<file path="config.mk">
export PLATFORM = sky130hd
export DESIGN_NAME = cpu_axi_master_flat
export DESIGN_NICKNAME = d
export VERILOG_FILES = /design/src/rtl/cpu_axi_master_pkg.sv /design/src/rtl/cpu_axi_master_if.sv /design/src/rtl/cpu_axi_master.sv /design/src/flat_wrapper.sv
export SDC_FILE = /design/constraint.sdc
export NUM_CORES = 1
export LEC_CHECK = 0
export CORE_AREA = 2 2 116 118
export DETAILED_ROUTE_END_ITERATION = 12
export DIE_AREA = 0 0 118 120
export GPL_ROUTABILITY_DRIVEN = 0
export GPL_TIMING_DRIVEN = 0
export PLACE_DENSITY_LB_ADDON = 0.08
export RECOVER_POWER = 50
export REMOVE_ABC_BUFFERS = 1
export SLEW_MARGIN = 0
export SYNTH_ARGS = -nofsm -noshare
export SYNTH_HDL_FRONTEND = slang
export SYNTH_SLANG_ARGS = --single-unit
</file>
<file path="constraint.sdc">
create_clock -name ACLK -period 2.87 [get_ports ACLK]
set_input_delay 0.4305 -clock ACLK [delete_from_list [all_inputs] [get_ports ACLK]]
set_output_delay 0.4305 -clock ACLK [all_outputs]
set_load 0.02 [all_outputs]
</file>
<file path="src/rtl/cpu_axi_master_pkg.sv">
// Shared types and AXI constants for the CPU-port to single-beat AXI4 master bridge.
// Bus widths and response codes match the values in AXI_define.svh.
package cpu_axi_master_pkg;

    localparam int unsigned AXI_ID_BITS    = 4;
    localparam int unsigned AXI_ADDR_BITS  = 32;
    localparam int unsigned AXI_DATA_BITS  = 32;
    localparam int unsigned AXI_STRB_BITS  = 4;
    localparam int unsigned AXI_LEN_BITS   = 8;
    localparam int unsigned AXI_SIZE_BITS  = 3;
    localparam int unsigned AXI_BURST_BITS = 2;
    localparam int unsigned AXI_RESP_BITS  = 2;

    localparam logic [AXI_RESP_BITS-1:0] RESP_OKAY   = 2'b00;
    localparam logic [AXI_RESP_BITS-1:0] RESP_EXOKAY = 2'b01;
    localparam logic [AXI_RESP_BITS-1:0] RESP_SLVERR = 2'b10;
    localparam logic [AXI_RESP_BITS-1:0] RESP_DECERR = 2'b11;

    localparam logic [AXI_SIZE_BITS-1:0]  SIZE_WORD  = 3'b010;
    localparam logic [AXI_BURST_BITS-1:0] BURST_INCR = 2'b01;

    typedef enum logic [2:0] {
        StIdle,
        StRdAddr,
        StRdData,
        StWrReq,
        StWrResp
    } state_e;

    typedef struct packed {
        logic                     write;
        logic [AXI_ADDR_BITS-1:0] addr;
        logic [AXI_DATA_BITS-1:0] wdata;
        logic [AXI_STRB_BITS-1:0] wstrb;
    } req_t;

endpackage

</file>
<file path="src/rtl/cpu_axi_master_if.sv">
// AXI4 master port bundle (AR/R/AW/W/B) with master and slave views.
interface cpu_axi_master_if;
    import cpu_axi_master_pkg::*;

    logic [AXI_ID_BITS-1:0]    ARID;
    logic [AXI_ADDR_BITS-1:0]  ARADDR;
    logic [AXI_LEN_BITS-1:0]   ARLEN;
    logic [AXI_SIZE_BITS-1:0]  ARSIZE;
    logic [AXI_BURST_BITS-1:0] ARBURST;
    logic                      ARVALID;
    logic                      ARREADY;

    logic [AXI_ID_BITS-1:0]    RID;
    logic [AXI_DATA_BITS-1:0]  RDATA;
    logic [AXI_RESP_BITS-1:0]  RRESP;
    logic                      RLAST;
    logic                      RVALID;
    logic                      RREADY;

    logic [AXI_ID_BITS-1:0]    AWID;
    logic [AXI_ADDR_BITS-1:0]  AWADDR;
    logic [AXI_LEN_BITS-1:0]   AWLEN;
    logic [AXI_SIZE_BITS-1:0]  AWSIZE;
    logic [AXI_BURST_BITS-1:0] AWBURST;
    logic                      AWVALID;
    logic                      AWREADY;

    logic [AXI_DATA_BITS-1:0]  WDATA;
    logic [AXI_STRB_BITS-1:0]  WSTRB;
    logic                      WLAST;
    logic                      WVALID;
    logic                      WREADY;

    logic [AXI_ID_BITS-1:0]    BID;
    logic [AXI_RESP_BITS-1:0]  BRESP;
    logic                      BVALID;
    logic                      BREADY;

    modport master (
        output ARID, ARADDR, ARLEN, ARSIZE, ARBURST, ARVALID,
        input  ARREADY,
        input  RID, RDATA, RRESP, RLAST, RVALID,
        output RREADY,
        output AWID, AWADDR, AWLEN, AWSIZE, AWBURST, AWVALID,
        input  AWREADY,
        output WDATA, WSTRB, WLAST, WVALID,
        input  WREADY,
        input  BID, BRESP, BVALID,
        output BREADY
    );

    modport slave (
        input  ARID, ARADDR, ARLEN, ARSIZE, ARBURST, ARVALID,
        output ARREADY,
        output RID, RDATA, RRESP, RLAST, RVALID,
        input  RREADY,
        input  AWID, AWADDR, AWLEN, AWSIZE, AWBURST, AWVALID,
        output AWREADY,
        input  WDATA, WSTRB, WLAST, WVALID,
        output WREADY,
        output BID, BRESP, BVALID,
        input  BREADY
    );

endinterface

</file>
<file path="src/rtl/cpu_axi_master.sv">
// Latches one CPU access and issues it as a single-beat AXI4 read or write, stalling the CPU
// until the response handshake. Define CPU_AXI_MASTER_ERR_EN to enable the sticky err_o flag.
module cpu_axi_master
    import cpu_axi_master_pkg::*;
#(
    parameter logic [AXI_ID_BITS-1:0] MASTER_ID = 4'd0
) (
    input  logic                     ACLK,
    input  logic                     ARESETn,
    input  logic                     req_valid_i,
    input  logic                     req_write_i,
    input  logic [AXI_ADDR_BITS-1:0] req_addr_i,
    input  logic [AXI_DATA_BITS-1:0] req_wdata_i,
    input  logic [AXI_STRB_BITS-1:0] req_wstrb_i,
    output logic                     stall_o,
    output logic [AXI_DATA_BITS-1:0] rdata_o,
    output logic                     err_o,
    cpu_axi_master_if.master         axi
);

    state_e state_q, state_d;
    req_t   req_q, req_d;
    logic   aw_done_q, aw_done_d;
    logic   w_done_q, w_done_d;
    logic   complete;

    always_ff @(posedge ACLK or negedge ARESETn) begin
        if (!ARESETn) begin
            state_q   <= StIdle;
            req_q     <= '0;
            aw_done_q <= 1'b0;
            w_done_q  <= 1'b0;
        end else begin
            state_q   <= state_d;
            req_q     <= req_d;
            aw_done_q <= aw_done_d;
            w_done_q  <= w_done_d;
        end
    end

    always_comb begin
        state_d     = state_q;
        req_d       = req_q;
        aw_done_d   = aw_done_q;
        w_done_d    = w_done_q;
        complete    = 1'b0;
        rdata_o     = '0;
        axi.ARVALID = 1'b0;
        axi.RREADY  = 1'b0;
        axi.AWVALID = 1'b0;
        axi.WVALID  = 1'b0;
        axi.BREADY  = 1'b0;

        unique case (state_q)
            StIdle: begin
                if (req_valid_i) begin
                    req_d   = '{write: req_write_i, addr: req_addr_i,
                                wdata: req_wdata_i, wstrb: req_wstrb_i};
                    state_d = req_write_i ? StWrReq : StRdAddr;
                end
            end
            StRdAddr: begin
                axi.ARVALID = 1'b1;
                if (axi.ARREADY) state_d = StRdData;
            end
            StRdData: begin
                axi.RREADY = 1'b1;
                if (axi.RVALID) begin
                    complete = 1'b1;
                    rdata_o  = axi.RDATA;
                    state_d  = StIdle;
                end
            end
            StWrReq: begin
                // AW and W complete independently; leave once both have handshaken.
                axi.AWVALID = !aw_done_q;
                axi.WVALID  = !w_done_q;
                aw_done_d   = aw_done_q | axi.AWREADY;
                w_done_d    = w_done_q | axi.WREADY;
                if (aw_done_d && w_done_d) begin
                    aw_done_d = 1'b0;
                    w_done_d  = 1'b0;
                    state_d   = StWrResp;
                end
            end
            StWrResp: begin
                axi.BREADY = 1'b1;
                if (axi.BVALID) begin
                    complete = 1'b1;
                    state_d  = StIdle;
                end
            end
            default: state_d = StIdle;
        endcase
    end

    assign stall_o = (state_q == StIdle) ? req_valid_i : !complete;

    assign axi.ARID    = MASTER_ID;
    assign axi.ARADDR  = req_q.addr;
    assign axi.ARLEN   = '0;
    assign axi.ARSIZE  = SIZE_WORD;
    assign axi.ARBURST = BURST_INCR;
    assign axi.AWID    = MASTER_ID;
    assign axi.AWADDR  = req_q.addr;
    assign axi.AWLEN   = '0;
    assign axi.AWSIZE  = SIZE_WORD;
    assign axi.AWBURST = BURST_INCR;
    assign axi.WDATA   = req_q.wdata;
    assign axi.WSTRB   = req_q.wstrb;
    assign axi.WLAST   = 1'b1;

`ifdef CPU_AXI_MASTER_ERR_EN
    logic err_q;
    logic resp_err;

    always_comb begin
        resp_err = 1'b0;
        if (state_q == StRdData && axi.RVALID && axi.RRESP != RESP_OKAY) resp_err = 1'b1;
        if (state_q == StWrResp && axi.BVALID && axi.BRESP != RESP_OKAY) resp_err = 1'b1;
    end

    always_ff @(posedge ACLK or negedge ARESETn) begin
        if (!ARESETn) begin
            err_q <= 1'b0;
        end else begin
            err_q <= err_q | resp_err;
        end
    end

    assign err_o = err_q;

    logic unused_ids;
    assign unused_ids = ^{axi.RID, axi.BID, axi.RLAST, req_q.write};
`else
    assign err_o = 1'b0;

    logic unused_ids;
    assign unused_ids = ^{axi.RID, axi.BID, axi.RLAST, axi.RRESP, axi.BRESP, req_q.write};
`endif

endmodule

</file>
<file path="src/flat_wrapper.sv">
// flat-port wrapper written by rule: the top's interface ports become plain ports
module cpu_axi_master_flat import cpu_axi_master_pkg::*;
#(
    parameter logic [AXI_ID_BITS-1:0] MASTER_ID = 4'd0
)
  (ACLK, ARESETn, req_valid_i, req_write_i, req_addr_i, req_wdata_i, req_wstrb_i, stall_o, rdata_o, err_o, axi_ARID, axi_ARADDR, axi_ARLEN, axi_ARSIZE, axi_ARBURST, axi_ARVALID, axi_ARREADY, axi_RID, axi_RDATA, axi_RRESP, axi_RLAST, axi_RVALID, axi_RREADY, axi_AWID, axi_AWADDR, axi_AWLEN, axi_AWSIZE, axi_AWBURST, axi_AWVALID, axi_AWREADY, axi_WDATA, axi_WSTRB, axi_WLAST, axi_WVALID, axi_WREADY, axi_BID, axi_BRESP, axi_BVALID, axi_BREADY);
  cpu_axi_master_if axi_i ();
  input  logic ACLK;
  input  logic ARESETn;
  input  logic req_valid_i;
  input  logic req_write_i;
  input  logic [AXI_ADDR_BITS-1:0] req_addr_i;
  input  logic [AXI_DATA_BITS-1:0] req_wdata_i;
  input  logic [AXI_STRB_BITS-1:0] req_wstrb_i;
  output logic stall_o;
  output logic [AXI_DATA_BITS-1:0] rdata_o;
  output logic err_o;
  output wire logic [$bits(axi_i.ARID)-1:0] axi_ARID;
  output wire logic [$bits(axi_i.ARADDR)-1:0] axi_ARADDR;
  output wire logic [$bits(axi_i.ARLEN)-1:0] axi_ARLEN;
  output wire logic [$bits(axi_i.ARSIZE)-1:0] axi_ARSIZE;
  output wire logic [$bits(axi_i.ARBURST)-1:0] axi_ARBURST;
  output wire logic [$bits(axi_i.ARVALID)-1:0] axi_ARVALID;
  input wire logic [$bits(axi_i.ARREADY)-1:0] axi_ARREADY;
  input wire logic [$bits(axi_i.RID)-1:0] axi_RID;
  input wire logic [$bits(axi_i.RDATA)-1:0] axi_RDATA;
  input wire logic [$bits(axi_i.RRESP)-1:0] axi_RRESP;
  input wire logic [$bits(axi_i.RLAST)-1:0] axi_RLAST;
  input wire logic [$bits(axi_i.RVALID)-1:0] axi_RVALID;
  output wire logic [$bits(axi_i.RREADY)-1:0] axi_RREADY;
  output wire logic [$bits(axi_i.AWID)-1:0] axi_AWID;
  output wire logic [$bits(axi_i.AWADDR)-1:0] axi_AWADDR;
  output wire logic [$bits(axi_i.AWLEN)-1:0] axi_AWLEN;
  output wire logic [$bits(axi_i.AWSIZE)-1:0] axi_AWSIZE;
  output wire logic [$bits(axi_i.AWBURST)-1:0] axi_AWBURST;
  output wire logic [$bits(axi_i.AWVALID)-1:0] axi_AWVALID;
  input wire logic [$bits(axi_i.AWREADY)-1:0] axi_AWREADY;
  output wire logic [$bits(axi_i.WDATA)-1:0] axi_WDATA;
  output wire logic [$bits(axi_i.WSTRB)-1:0] axi_WSTRB;
  output wire logic [$bits(axi_i.WLAST)-1:0] axi_WLAST;
  output wire logic [$bits(axi_i.WVALID)-1:0] axi_WVALID;
  input wire logic [$bits(axi_i.WREADY)-1:0] axi_WREADY;
  input wire logic [$bits(axi_i.BID)-1:0] axi_BID;
  input wire logic [$bits(axi_i.BRESP)-1:0] axi_BRESP;
  input wire logic [$bits(axi_i.BVALID)-1:0] axi_BVALID;
  output wire logic [$bits(axi_i.BREADY)-1:0] axi_BREADY;
  assign axi_ARID = axi_i.ARID;
  assign axi_ARADDR = axi_i.ARADDR;
  assign axi_ARLEN = axi_i.ARLEN;
  assign axi_ARSIZE = axi_i.ARSIZE;
  assign axi_ARBURST = axi_i.ARBURST;
  assign axi_ARVALID = axi_i.ARVALID;
  assign axi_i.ARREADY = axi_ARREADY;
  assign axi_i.RID = axi_RID;
  assign axi_i.RDATA = axi_RDATA;
  assign axi_i.RRESP = axi_RRESP;
  assign axi_i.RLAST = axi_RLAST;
  assign axi_i.RVALID = axi_RVALID;
  assign axi_RREADY = axi_i.RREADY;
  assign axi_AWID = axi_i.AWID;
  assign axi_AWADDR = axi_i.AWADDR;
  assign axi_AWLEN = axi_i.AWLEN;
  assign axi_AWSIZE = axi_i.AWSIZE;
  assign axi_AWBURST = axi_i.AWBURST;
  assign axi_AWVALID = axi_i.AWVALID;
  assign axi_i.AWREADY = axi_AWREADY;
  assign axi_WDATA = axi_i.WDATA;
  assign axi_WSTRB = axi_i.WSTRB;
  assign axi_WLAST = axi_i.WLAST;
  assign axi_WVALID = axi_i.WVALID;
  assign axi_i.WREADY = axi_WREADY;
  assign axi_i.BID = axi_BID;
  assign axi_i.BRESP = axi_BRESP;
  assign axi_i.BVALID = axi_BVALID;
  assign axi_BREADY = axi_i.BREADY;
  cpu_axi_master #(.MASTER_ID(MASTER_ID)) u_core (.ACLK(ACLK), .ARESETn(ARESETn), .req_valid_i(req_valid_i), .req_write_i(req_write_i), .req_addr_i(req_addr_i), .req_wdata_i(req_wdata_i), .req_wstrb_i(req_wstrb_i), .stall_o(stall_o), .rdata_o(rdata_o), .err_o(err_o), .axi(axi_i));
endmodule
</file>
# Word level (Yosys, flattened, before mapping)
# Cells that the tools add are included.
totals:
  output_inout_bits: 174
  ff_bits: 73
classes:
  reduce_logical: 7
  n_eq_ne: 9
  n_mux: 20
  bitwise: 2
op_table:
  columns: ["op", "n"]
  rows:
  - ["32-bit two-way mux", 2]
  - ["3-bit two-way mux", 5]
  - ["3-bit case mux with 5 select lines", 1]
  - ["1-bit two-way mux", 10]
  - ["2-bit inequality test, second input constant", 4]
  - ["3-bit by 2-bit == test with 1-bit output, second input constant", 2]
  - ["5-bit AND reduction", 1]
  - ["3-bit by 1-bit == test with 1-bit output, second input constant", 1]
  - ["3-bit == test, second input constant", 1]
  - ["1-bit zero test", 3]
  - ["3-bit zero test", 1]
  - ["2-bit two-way mux", 1]
  - ["2-bit by 1-bit inequality test with 1-bit output, second input constant", 1]
  - ["1-bit OR", 2]
  - ["1-bit case mux with 2 select lines", 1]
  - ["2-bit AND reduction", 1]
  - ["1-bit logical AND", 1]

# Logic depth before layout (Yosys ltp)
# Gate-level depths: netlist of run 1.
logic_depth:
  depth_word: 4
  ltp_mapped: 5
  mapped_depth_nobuf: 4

# Worst setup path before layout of run 1
# OpenSTA, ideal clock, no wires.
synth_timing:
  kind: "register -> output"
  from: "register u_core.state_q[0]"
  to: "output rdata_o[10]"
  n_path_buf: 2
  setup_slack_ns: 1.111
  arrival_ns: 1.329
  stages_incl_launch_ff: 6
  path_cell_list: "dfrtp_1 > buf_2 > nand2b_1 > nor2_1 > clkbuf_1 > and2_1"
synth_via:
  elab_chain_cells: 2
synth_rtl:
  columns: ["element", "line_no", "rtl"]
  rows:
  - ["start: declaration", "cpu_axi_master.sv:21", "state_e state_q, state_d;"]
  - ["start signal: assignment", "cpu_axi_master.sv:29", "state_q <= StIdle;"]
  - ["start signal: assignment", "cpu_axi_master.sv:34", "state_q <= state_d;"]
  - ["3-bit by 2-bit == test with 1-bit output", "cpu_axi_master.sv:54", "unique case (state_q)"]
  - ["32-bit two-way mux", "cpu_axi_master.sv:54", null]
  - ["end: declaration", "flat_wrapper.sv:16", "output logic [AXI_DATA_BITS-1:0] rdata_o;"]
# Every way passes these cells.

# Worst setup path after layout of run 1
layout_timing:
  from: "register u_core.state_q[0]"
  to: "output rdata_o[26]"
# Same word-level chain as after synthesis.

==> summary by stage, run 1 <==
Power
Across the VDD grid, the largest voltage drop is 0.5182 mV. The cell area power density is 1118 nW/µm². The overall power of the completed layout is 7025 µW. The reported leakage power is 0.002597 µW.

Logic synthesis
For this run, the register share of the synthesized area comes to 0.5052. The post-synthesis register bit count is 73. The share of synthesized area in the top cell type comes to 0.5052. For this run, the number of Yosys warnings is 0. The number of distinct standard cells referenced by the synthesized netlist is 24.

Synthesis produced a netlist whose cell count is 295. The synthesized area per cell is 12.26 µm². The post-synthesis cell area is 3616 µm².

The cell accounting for the most synthesized area is dfrtp_1. By area the synthesized netlist is led by dfrtp_1, mux2_2, buf_4.

Clock tree
After clock tree synthesis, the clock-pin slew on the worst setup and hold paths is 60 ps. The depth of the CTS H-tree is 3. The tree built by TritonCTS fans out to 73 sinks. The longest clock path from root to sink contains 2 buffers. The TritonCTS clock tree is built.

TritonCTS created 9 clock buffers. The root buffer cell chosen for the clock tree is clkbuf_16. The later-pin clock latency in the skew report is 330 ps. The post-CTS setup buffer count is 0.

Drt
The vias after detailed routing is 2869. The detail-routed via count per cell is 4.146. The count of routing violations after the opening detailed-route iteration is 69. The first detailed-routing pass took 4 iterations. The total length of routed wires is 10.25 mm. The count of unresolved DRC violations after routing is 0. In the final routed layout, each cell accounts on average for 14.81 µm.

The count of nets left with antenna violations once routing finished came out at 0.

Floorplan
In this run the count of I/O pins placed on the die edge is 296. The chip height is 120 µm. The number of rows created at floorplan is 42. The die extent in x is 118 µm. The full die area is 14160 µm².

The initial core utilization is 0.2786. The core region is 12980 µm².

Hold path
The worst hold path begins at u_core.axi.WDATA[5]. In this run the worst hold path is classified as reg -> reg.

STA
For this run, the top clock speed supported by timing is 0.3757 GHz. For the pin with the worst max-slew slack, the measured transition is 1311 ps. In the finished design, the share of the clock period the worst path needs comes to 0.9273. The final hold violation count is 0.

Measured against its own limit, the worst slew margin works out to 0.1209. Setup repair after global routing left no endpoint under its margin. Across all hold checks on the routed design, the worst slack comes to 482.0 ps. The routed design could run at a clock period as short as 2661 ps.

Setup slack closes at 208.5 ps. Setup total negative slack on the finished layout was measured at 0 ps. The total count of max-transition violations in the final report is 0. The final clock skew is 13.23 ps. Setup violations remaining at the end of the flow were counted as 0.

Worst setup path
The element type at the critical path end is an output port. The worst setup path is of the reg -> out kind. Tracing the worst setup path back leads to its startpoint at u_core.state_q[0]. The data required time of the critical path is 2440 ps.

The kind of start point of the critical path is a flip-flop. STA puts the critical path data arrival time at 2230 ps. The launch point of the worst reg-to-reg path is u_core.state_q[2]. The highest fanout seen on the critical path is 16.

Cells and area
The post-layout utilization of the core is 0.4839. The sequential cells in the finished layout cover a total of 1828 µm². The filler cells instantiated in the layout total 1194. The area growth from synthesis to layout is 73.70%. The number of antenna repair diodes is 0. The multi-input gate area in the final layout is 1326 µm². The share of final-layout standard cells stronger than drive strength 1 is 0.1609. After the last flow step, the layout net total stands at 634.

Place
The number of port buffers is 246. The setup slack after placement is -586.3 ps. The wire-length estimate of the detail-placed layout is 8.077 mm.

GRT
Entering global routing, the biggest net connects 59 pins. The number of antenna violations at the first check in global routing is 0. The remaining global-route overflow is 0. The global routing usage summed across all routing layers is 0.1409. The first-pass GRT wire length is 15.47 mm. The number of global-route vias before repair came to 2859.

Flow run
Across the run, the number of max-cap violations was 0.

Outcome
The run finished with clean final reports.
[metal layers]
metal / track usage / up-vias / routed length, µm
met1: 0.1572 / 1397 / 3831
met2: 0.2471 / 156 / 5389
met3: 0.05466 / 8 / 917
met5: 0 / - / 0
met4: 0.04518 / 0 / 110
li1: - / 1308 / -
[critical path, stage by stage, from the launching register on]
cell	delay [ps]
dfrtp_1	460
nand2b_1	300
nor2_4	330
and2_1	170
clkdlybuf4s50_1	650
[placed cells by master, fill, tap and decap left out]
cell             Yosys  final
dlygate4sd3_1        0     66
inv_6                0      1
nor3_2               0      1
o21bai_1             1      1
and2_1              32     32
mux2_1               9      9
nor2_1              14     13
dfrtp_2              0      1
nand2b_1             5      5
o22a_1               1      1
a21oi_1              4      4
clkdlybuf4s50_1      0    180
a32oi_1              1      1
clkinvlp_4           0      1
bufinv_16            0      2
and3b_1              1      1
inv_1                1      1
clkbuf_4             0      1
mux2_2              60     60
clkbuf_16            0      9
nand3b_1             1      1
nor2_4               0      2
buf_16               0      4
nor3_1               1      1
dfrtp_1             73     72
o21ai_0              2      3
clkbuf_8             0      1
conb_1               2     36
clkbuf_1             3      2
o22ai_1              2      2
nand2_1              2      2
[report_power, final]
part / internal [µW] / total, µW / switching, µW / leakage, µW
registers: 1560 / 1910 / 348 / 0.000863
clock network: 784 / 1210 / 428 / 0.000152
logic: 2010 / 3900 / 1900 / 0.00158
total: 4350 / 7030 / 2670 / 0.00260
[final timing paths]
path                                         end  slack, ps  depth (start not counted)
min                          u_core.axi.WDATA[5]        480                          1
max                                  rdata_o[26]        210                          4
max in group asynchronous      u_core.state_q[1]        620                          3
min in group asynchronous  u_core.axi.ARADDR[16]        760                          2
max reg2reg                 u_core.axi.WDATA[18]        330                          5
min reg2reg                  u_core.axi.WDATA[5]        480                          1
[what timing repair did]
item	4_1_cts	5_1_grt
pin swaps	1	1
endpoints found under the setup margin	32	32
endpoints found under the hold margin	15	0
hold buffers	1	0
cloned	0	1
resized for setup	2	2
[cells by family after synthesis]
family,synth area share
AOI/OAI and AO/OA,0.02007
buffers and inverters,0.1668
DFF,0.5052
muxes,0.2149
other,0.002077
and+or+nand+nor,0.09100
[synth_stat cells]
cell type   n
mux2_2     60
buf_6       2
and2_1     32
conb_1      2
inv_1       1
o22a_1      1
a32oi_1     1
nor3_1      1
buf_2       2
a21oi_1     4
nand2b_1    5
nor3_4      1
o22ai_1     2
o21ai_0     2
nor2_1     14
clkbuf_1    3
nand3b_1    1
o21bai_1    1
nand2_1     2
and3b_1     1
mux2_1      9
buf_4      74
dfrtp_1    73
o21ai_1     1
[per-stage QoR]
step / cells / cell area (µm²)
after floorplan: 248 / 3144
after global placement: 670 / 5827
after detailed placement: 675 / 5962
after CTS: 691 / 6299
after global routing: 692 / 6281
final: 692 / 6281
[state kept, by name, indices dropped and copies added, names as in the netlist]
name	count
u_core.state_q	3
u_core.axi.WSTRB	4
u_core.w_done_q	1
u_core.axi.ARADDR	32
u_core.axi.WDATA	32
u_core.aw_done_q	1
[layout make-up]
type | count | area share
inverters | 1 | 0.0005976
well taps | 176 | 0.03506
multi-input cells | 175 | 0.2112
flip-flops and latches | 73 | 0.2910
repair buffers | 252 | 0.4114
clock inverters | 4 | 0.01215
clock buffers | 11 | 0.03865
No activity file was read; power rests on OpenSTA's default activity.
==> inputs of run 2 (changes only) <==
--- a/config.mk
+++ b/config.mk
@@ -10,7 +10,7 @@
 export DIE_AREA = 0 0 118 120
 export GPL_ROUTABILITY_DRIVEN = 0
 export GPL_TIMING_DRIVEN = 0
-export PLACE_DENSITY_LB_ADDON = 0.08
+export PLACE_DENSITY_LB_ADDON = 0.25
 export RECOVER_POWER = 50
 export REMOVE_ABC_BUFFERS = 1
 export SLEW_MARGIN = 0
==> run 2 against run 1 <==
Clock skew down 5.1 ps. Total power down 0.25%. Sequential power about the same. Count of clock-buffer cells in the layout unchanged. Die area unchanged. Largest cell class unchanged. Sequential cell count unchanged. Global-route usage down 0.18 points. Design area up 0.38%. Sequential share of layout area down 0.11 points. Critical path type unchanged. Setup slack worse by 17 ps. Via count down 0.63%. Largest power group unchanged.
==> summary by stage, run 2 (synthesis gave the netlist of run 1 again) <==
STA
Setup repair after global routing left no endpoint under its margin. The total count of max-transition violations in the final report is 0. The total negative slack is 0 ps. Dividing the final minimum period by the clock period gives 0.9333. The final clock skew is 8.169 ps.

The clock period minus final worst setup slack is 2679 ps. The slew at the pin with the worst max-slew slack is 1074 ps. Across all hold checks on the routed design, the worst slack comes to 479.7 ps. The final hold violation count is 0.

The final count of negative-setup-slack endpoints is 0. The final worst-path setup slack is 191.4 ps. The maximum clock frequency is 0.3733 GHz. The normalized max-slew margin is 0.2801.

Clock tree
TritonCTS built the clock tree. The clock root buffer is clkbuf_16. The clock-pin slew on the worst setup and hold paths is 60 ps.

The deepest clock path buffer count is 2. The number of buffers created by CTS is 9. The depth of the CTS H-tree is 3. The clock sink count is 73. The clock reaches the later pin of the worst-skew pair after 330 ps.

Cells and area
The footprint of the flip-flops and latches is 1828 µm². The area growth from synthesis to layout is 74.36%. For this run, the post-layout net count is 635. Of the cells placed in the final design, the portion with a size suffix greater than 1 is 0.1660.

In the layout the commonest cells are clkdlybuf4s50_1, dfrtp_1, dlygate4sd3_1, mux2_2, conb_1. After filler insertion, the fill cell instance count of the layout stands at 1198. The multi-input combinational cells in the finished layout cover a total of 1326 µm².

The most frequent standard cell in the layout excluding fill and tap cells is clkdlybuf4s50_1. The repair_antennas step left the layout with diodes totalling 0.

Drt
The count of nets left with antenna violations once routing finished came out at 0. The count of routing violations after the opening detailed-route iteration is 106. The vias after detailed routing is 2851. The count of unresolved DRC violations after routing is 0. The first-pass iteration count of the detailed router is 4.

The detail-routed via count per cell is 4.108. The total length of routed wires is 10.16 mm. After detailed routing, the average wire length per cell comes to 14.64 µm.

Place
The post-detailed-placement half-perimeter wirelength is 7.849 mm. The setup slack after placement is -532.8 ps. The count of buffers added on input and output ports is 246.

Worst setup path
The depth of the most critical reg-to-reg path is 6. Of all nets on the critical path, the largest fanout is 16. STA classifies the critical path endpoint as an output port. The critical path in this run is classified as reg -> out. The worst-path cell with the longest stage delay is clkdlybuf4s50_1. The worst stage delay on the critical path is 620 ps. STA classifies the critical path startpoint as a flip-flop.

The register-to-register path setup slack is 330 ps. In this run the critical register-to-register path is captured at u_core.axi.WDATA[23]. The arrival time of the worst setup path is 2250 ps. Walking the worst path, the cells encountered are nand2b_1 > nor2_4 > buf_12 > and2_1 > clkdlybuf4s50_1. Data on the critical path is required at its endpoint by 2440 ps.

The launch point of the worst reg-to-reg path is u_core.state_q[2].

GRT
The maximum number of pins on one net before global-route repair is 65. The number of global-route vias before repair is 2972. The global routing usage summed across all routing layers is 0.1391. The first global-routing pass estimated 15.44 mm of wire. The remaining global-route overflow is 0.

The number of antenna violations at the first check in global routing came to 0.

Hold path
The destination of the worst hold path is u_core.axi.WDATA[4]. The number of stages on the worst hold path is 1. The tightest min-delay check is of the reg -> reg type. The hold path startpoint is u_core.axi.WDATA[4].

Floorplan
The die is 120 µm tall. During I/O placement, the number of pins put on the boundary was 296. After floorplanning, the core was sized to cover 12980 µm². For this configuration, the core starts out at a cell density of 0.2786. The number of rows created at floorplan is 42. The floorplan step defined a die boundary enclosing 14160 µm². The die extent in x is 118 µm.

Power
Power spread over the standard cell area amounts to 1112 nW/µm². After layout, the design draws a total of 7008 µW. The reported leakage power is 0.002605 µW. Across the VDD grid, the largest voltage drop is 0.5440 mV.

Outcome
The flow ran to the end, and the final reports show no timing, DRC or antenna violations.

Flow run
The max-capacitance violation count is 0.
[run 2: changes by cell type in the layout (fill, tap and decap cells not counted)]
cell	previous run	this run
clkbuf_4	1	0
clkbuf_8	1	2
clkinvlp_4	1	2
buf_12	0	1
clkinv_4	0	1
buf_8	0	1
clkbuf_1	2	1
bufinv_16	2	1
[run 2: power breakdown]
part           switching (µW)  internal (µW)
logic                    1920           2010
registers                 351           1560
clock network             438            725
total                    2710           4300
[run 2: final cells by class]
cell class	count	share of cell area
repair buffers	253	0.4142
flip-flops and latches	73	0.2899
multi-input cells	175	0.2104
clock buffers	11	0.04009
well taps	176	0.03493
clock inverters	5	0.009923
inverters	1	0.0005954
[run 2: what timing repair did]
item	4_1_cts	5_1_grt
hold buffers	1	0
endpoints found under the setup margin	32	32
endpoints found under the hold margin	9	0
buffers inserted	0	1
gates resized for setup	2	2
pin swaps	1	1
gates cloned	0	1
[run 2: metrics by stage]
stage	utilization	instance area, µm²	instances
after global routing	0.4857	6305	694
after global placement	0.4489	5827	670
final	0.4857	6305	694
after CTS	0.4840	6282	692
after detailed placement	0.4584	5949	675
after floorplan	-	3144	248
[run 2: worst max-delay path by stage]
stage	start	cells after the start	to	slack (ps)
4_1_cts	u_core.state_q[1]	4	rdata_o[11]	3
3_5_place_dp	axi_RVALID	5	rdata_o[11]	-530
6_report	u_core.state_q[0]	5	rdata_o[11]	190
3_3_place_gp	ARESETn	1	u_core.axi.WDATA[2]	-1280
5_1_grt	u_core.state_q[0]	4	rdata_o[15]	90
2_1_floorplan	u_core.state_q[2]	3	u_core.axi.ARADDR[0]	50
[run 2: worst max-delay path: cells and delay by family, from the launching register on]
kind                   cells  cell delay [ps]
buffers and inverters      2              760
AND/OR/NAND/NOR            3              690
flip-flops                 1              470
[run 2: metal layers]
metal,vias to the layer above,wire (µm),global-route usage
met4,0,212,0.06099
met1,1347,3607,0.1455
met5,-,0,0
met3,13,1169,0.06179
met2,179,5173,0.2420
li1,1312,-,-
